File: src/rtl/mem_arbiter.sv
`default_nettype none
// ============================================================================
// Module      : mem_arbiter
// Description : Round-robin arbiter sharing one main-memory port between two
//               cache-side requesters, one transaction at a time.
//               Optional ack timeout enabled by MEM_ARB_TIMEOUT_EN.
// Revision    : 1.0 - initial release
// ============================================================================
module mem_arbiter #(
    parameter int ADDR_WIDTH     = 32,
    parameter int DATA_WIDTH     = 32,
    parameter int TIMEOUT_CYCLES = 255
) (
    input  logic                  clk,
    input  logic                  rst_n,
    output logic                  busy,
    output logic                  arb_timeout,

    input  logic                  req0_valid,
    input  logic                  req0_write,
    input  logic [ADDR_WIDTH-1:0] req0_address,
    input  logic [DATA_WIDTH-1:0] req0_write_data,
    output logic                  req0_ready,
    output logic [DATA_WIDTH-1:0] req0_read_data,

    input  logic                  req1_valid,
    input  logic                  req1_write,
    input  logic [ADDR_WIDTH-1:0] req1_address,
    input  logic [DATA_WIDTH-1:0] req1_write_data,
    output logic                  req1_ready,
    output logic [DATA_WIDTH-1:0] req1_read_data,

    output logic                  mem_valid,
    output logic [ADDR_WIDTH-1:0] mem_address,
    output logic                  mem_write_enable,
    output logic [DATA_WIDTH-1:0] mem_write_data,
    input  logic [DATA_WIDTH-1:0] mem_read_data,
    input  logic                  mem_ack
);

    localparam logic [1:0] c_st_idle = 2'd0;
    localparam logic [1:0] c_st_busy = 2'd1;
    localparam logic [1:0] c_st_resp = 2'd2;

    logic [1:0]            r_state;
    logic                  r_owner;
    logic                  r_last_grant;
    logic                  r_write;
    logic                  r_timeout;
    logic [1:0]            r_ready;
    logic [ADDR_WIDTH-1:0] r_address;
    logic [DATA_WIDTH-1:0] r_write_data;
    logic [DATA_WIDTH-1:0] r_read_data0;
    logic [DATA_WIDTH-1:0] r_read_data1;
    logic                  w_grant;
    logic                  w_timeout;

    // On a tie the port that did not win last time gets the memory
    always_comb begin
        w_grant = 1'b0;
        if (req0_valid && req1_valid) begin
            w_grant = ~r_last_grant;
        end else if (req1_valid) begin
            w_grant = 1'b1;
        end
    end

`ifdef MEM_ARB_TIMEOUT_EN
    localparam int c_cnt_w = ($clog2(TIMEOUT_CYCLES + 1) > 8) ? $clog2(TIMEOUT_CYCLES + 1) : 8;
    localparam logic [c_cnt_w-1:0] c_limit = c_cnt_w'(TIMEOUT_CYCLES - 1);

    logic [c_cnt_w-1:0] r_count;

    always_ff @(posedge clk or negedge rst_n) begin
        if (!rst_n) begin
            r_count <= '0;
        end else if (r_state != c_st_busy) begin
            r_count <= '0;
        end else begin
            r_count <= r_count + 1'b1;
        end
    end

    // Count holds the number of BUSY cycles already elapsed
    assign w_timeout = (r_state == c_st_busy) && (r_count == c_limit);
`else
    wire w_unused_timeout = (TIMEOUT_CYCLES != 0);
    assign w_timeout = 1'b0;
`endif

    always_ff @(posedge clk or negedge rst_n) begin
        if (!rst_n) begin
            r_state      <= c_st_idle;
            r_owner      <= 1'b0;
            r_last_grant <= 1'b1;
            r_write      <= 1'b0;
            r_timeout    <= 1'b0;
            r_ready      <= 2'b00;
            r_address    <= '0;
            r_write_data <= '0;
            r_read_data0 <= '0;
            r_read_data1 <= '0;
        end else begin
            r_ready   <= 2'b00;
            r_timeout <= 1'b0;
            case (r_state)
                c_st_idle: begin
                    if (req0_valid || req1_valid) begin
                        r_owner      <= w_grant;
                        r_write      <= w_grant ? req1_write      : req0_write;
                        r_address    <= w_grant ? req1_address    : req0_address;
                        r_write_data <= w_grant ? req1_write_data : req0_write_data;
                        r_state      <= c_st_busy;
                    end
                end
                c_st_busy: begin
                    if (mem_ack) begin
                        if (!r_write) begin
                            if (r_owner) r_read_data1 <= mem_read_data;
                            else         r_read_data0 <= mem_read_data;
                        end
                        r_last_grant     <= r_owner;
                        r_ready[r_owner] <= 1'b1;
                        r_state          <= c_st_resp;
                    end else if (w_timeout) begin
                        if (!r_write) begin
                            if (r_owner) r_read_data1 <= '0;
                            else         r_read_data0 <= '0;
                        end
                        r_last_grant     <= r_owner;
                        r_ready[r_owner] <= 1'b1;
                        r_timeout        <= 1'b1;
                        r_state          <= c_st_resp;
                    end
                end
                c_st_resp: begin
                    r_state <= c_st_idle;
                end
                default: begin
                    r_state <= c_st_idle;
                end
            endcase
        end
    end

    assign busy             = (r_state != c_st_idle);
    assign mem_valid        = (r_state == c_st_busy);
    assign mem_write_enable = mem_valid & r_write;
    assign mem_address      = r_address;
    assign mem_write_data   = r_write_data;
    assign req0_ready       = r_ready[0];
    assign req1_ready       = r_ready[1];
    assign req0_read_data   = r_read_data0;
    assign req1_read_data   = r_read_data1;
    assign arb_timeout      = r_timeout;

endmodule
`default_nettype wire

File: config.mk
export PLATFORM = sky130hd
export DESIGN_NAME = mem_arbiter
export DESIGN_NICKNAME = d
export VERILOG_FILES = /design/src/rtl/mem_arbiter.sv
export SDC_FILE = /design/constraint.sdc
export NUM_CORES = 1
export LEC_CHECK = 0
export ABC_AREA = 1
export CAP_MARGIN = 20
export CORE_ASPECT_RATIO = 0.7
export CORE_MARGIN = 3
export CORE_UTILIZATION = 30
export DETAILED_ROUTE_END_ITERATION = 6
export PLACE_DENSITY = 0.7
export SLEW_MARGIN = 0
export SYNTH_ARGS = -nofsm -noshare
export SYNTH_HDL_FRONTEND = slang
export SYNTH_SLANG_ARGS = --single-unit
File: constraint.sdc
create_clock -name clk -period 1.6 [get_ports clk]
set_clock_uncertainty 0.05 [all_clocks]
set_input_delay 0.24 -clock clk [delete_from_list [all_inputs] [get_ports clk]]
set_output_delay 0.24 -clock clk [all_outputs]
set_load 0.02 [all_outputs]
==> results by group <==
Power
  – Switching Share: 42.2%
  – Maximum vdd drop: 0.000722 V
  – Sequential fraction of design power: 31.1%
  – Clk pwr share: 22.5%
  – Gate power share: 46.4%
  – Sw power: 8.01 mW
  – Static Leak: 5.75 nW
  – Internal power: 10.9 mW
  – P per Cell Area: 1830 mW/mm2

Yosys
  – Post-Synth XOR/XNOR Area: 0%
  – Fraction of the mapped netlist area in adder cells: 0%
  – Sequential-to-total area share from yosys stat: 52.4%
  – Cells after Synth: 863
  – Syn Std Cell Area: 0.00645 mm2
  – Post-synth net total: 1030
  – Primary FF master, synth: dfrtp_1
  – #FFs+latches synth: 135
  – Leading area contributor after synthesis: dfrtp_1
  – Share of flip-flops with an asynchronous set or reset: 100%
  – Post-Synth Simple-Gate Area: 35.1%
  – Top-area cell type share of the netlist area: 52.0%
  – Synth cell types: 16
  – Main combinational cell family by area after synthesis: simple AND/OR/NAND/NOR gates
  – Synth Area per Inst: 7.47 um2
  – Compound-Gate Fraction of Synth Area: 0.388%
  – Synth top cells by count: nand2_1, nand3_1, dfrtp_1, inv_1, buf_2
  – Mux cell area share after synthesis: 0%
  – Yosys warns: 0
  – Post-synth EDFFs: 0
  – Top-count cell post-synth: nand2_1
  – Synth area leaders: dfrtp_1, nand2_1, nand3_1

Floorplanning
  – Ports: 301
  – Core area: 0.0209 mm2
  – DIE HEIGHT: 129 um
  – Die width: 181 um
  – Die area: 0.0233 mm2
  – Initial Util: 30.8%
  – Row count: 44

Routing
  – Routed length per instance: 15.3 um
  – WL final: 22100 um
  – Initial DRC count: 348
  – Pre-Repair DR Iteration Count: 4
  – Via/cell ratio: 4.50
  – Number of antenna-violating nets in the routed design: 0
  – Vias post-DR: 6495
  – DRC Markers: 0

STA
  – Fin. Hold Viols: 0
  – Fin crit share: 92.9%
  – Max-slew violations: 0
  – Post-layout min period: 1490 ps
  – Setup-failing EPs final: 0
  – Worst setup margin: 114 ps
  – Max Fclk: 0.673 GHz
  – RSZ-0062 raised after global routing: false

Final layout
  – P&R area growth vs syn: 60.9%
  – Final nets: 1320
  – N_diodes: 0
  – Filler Cells Inserted: 2062
  – Register area: 0.00338 mm2
  – Layout cell share with drive strength beyond 1: 6.17%
  – Fin area: 0.0104 mm2
  – Area of the multi-input gates: 0.00232 mm2

Clock network
  – CTS H-Tree Depth: 4
  – CTS root buffer: clkbuf_16
  – TritonCTS Buffers: 17
  – CTS sink cnt: 135
  – Worst-Skew Late Latency: 400 ps
  – CTS tree: built
  – Clock transition at path regs: 60 ps
  – Clk buf depth: 2

Worst setup path
  – CP Data Arrival Time: 1200 ps
  – CP Launch Point: r_state[1]
  – Data required, critical path: 1310 ps
  – Critical path class: reg -> out
  – Reg2reg setup slack: 120 ps
  – CP startpoint kind: register
  – Worst r2r path cells: 6
  – Worst-path maximum fanout: 3
  – R2r startpoint: r_write
  – Crit end category: output port
  – R2R Path End: req1_read_data[17]

Placed design
  – Placer Congestion: 0.841
  – IO Port Bufs: 299
  – Post-DP HPWL: 15700 um
  – DP Area: 0.00990 mm2
  – Pre-CTS setup slack: -122 ps

Run status
  – Status: complete, no violations

Global routing
  – Vias in the first global route: 6323
  – Gr ovfl total: 0
  – Largest net degree at the start of global routing: 61
  – Total GRT Usage: 18.6%
  – First-pass GRT wire length: 34600 um
  – Antenna violations before repair: 0

Run
  – Max cap viols: 0

Worst hold path
  – HP Class: in -> async
cell usage in the layout, fill, tap and decap left out:
cell type        count
conb_1               1
nand3_1            194
clkbuf_16           17
nor3_1               1
nor2_1               3
nor2_2               1
dfstp_2              1
dfrtp_1            134
nor2_4               3
buf_4               11
clkdlybuf4s50_1    164
o21ai_1              1
inv_2                1
buf_6                1
clkinv_2             1
inv_1              134
clkinvlp_4           1
nand2_1            328
bufinv_16            4
nand2_2              3
dlygate4sd3_1        1
inv_8                2
inv_6                3
o21ai_4              1
clkinv_4             4
o21ai_0              3
buf_2                4
dlygate4sd2_1      130
buf_12              14
flip-flops by register name, indices dropped and copies added, names as in the netlist:
signal          flops
mem_address        32
mem_write_data     32
r_last_grant        1
r_owner             1
r_ready             2
r_state             2
r_write             1
req0_read_data     32
req1_read_data     32
area by class of cell:
class | count | share of cell area (%)
Tap cell | 276 | 3.33
Inverter | 135 | 4.88
Timing Repair Buffer | 325 | 30.7
Clock inverter | 15 | 2.09
Sequential cell | 135 | 32.6
Clock buffer | 17 | 4.10
Multi-Input combinational cell | 539 | 22.3
per-layer routing:
metal / up-vias / share of wire [%] / track usage (%) / routed length, um
li1: 3218 / - / - / -
met1: 3026 / 45 / 24.9 / 10000
met2: 232 / 45 / 29.2 / 9900
met3: 19 / 8.6 / 6.33 / 1900
met4: 0 / 1.1 / 4.83 / 242
met5: - / 0 / 0 / 0
cell families after synthesis:
group / count (synthesis)
and+or+nand+nor: 533
buffers and inverters: 189
DFF: 135
AOI/OAI and AO/OA: 5
other: 1
worst max-delay path by stage:
stage,endpoint,slack [ps],depth (start not counted)
2_1_floorplan,mem_address[21],280,7
3_3_place_gp,mem_address[25],-100,6
3_5_place_dp,mem_address[25],-120,6
4_1_cts,mem_valid,20,4
5_1_grt,mem_write_enable,20,4
6_report,mem_write_enable,110,4
stage by stage:
step	util, %	setup TNS [ps]	hold WS [ps]	total power [mW]	std cells
after CTS	49.6	0	221	19.2	1442
after detailed placement	47.3	-3170	101	16.0	1409
after global placement	47.3	-1620	98.9	15.9	1409
after global routing	49.6	0	249	20.2	1442
final	49.6	0	229	19.0	1442
after floorplan	-	0	-106	10.8	863
worst max-delay path, stage by stage (launching register included):
cell and delay (ps):
dfrtp_1 380, inv_1 80, nand2_2 70, nor2_1 80, buf_2 180
what timing repair did:
action	in CTS	in global routing
setup endpoints to repair	133	1
gates cloned	0	0
endpoints found under the hold margin	120	0
resized for setup	141	1
hold buffers	1	0
buffers inserted	0	0
power by group through the flow:
stage,sequential [mW],combinational (mW),clock (mW)
2_1_floorplan,7.81,2.99,0
3_3_place_gp,5.95,9.92,0
3_5_place_dp,5.98,10.0,0
4_1_cts,5.90,8.93,4.41
5_1_grt,6.08,9.57,4.54
6_report,5.89,8.80,4.26
No activity file was read; power rests on OpenSTA's default activity.
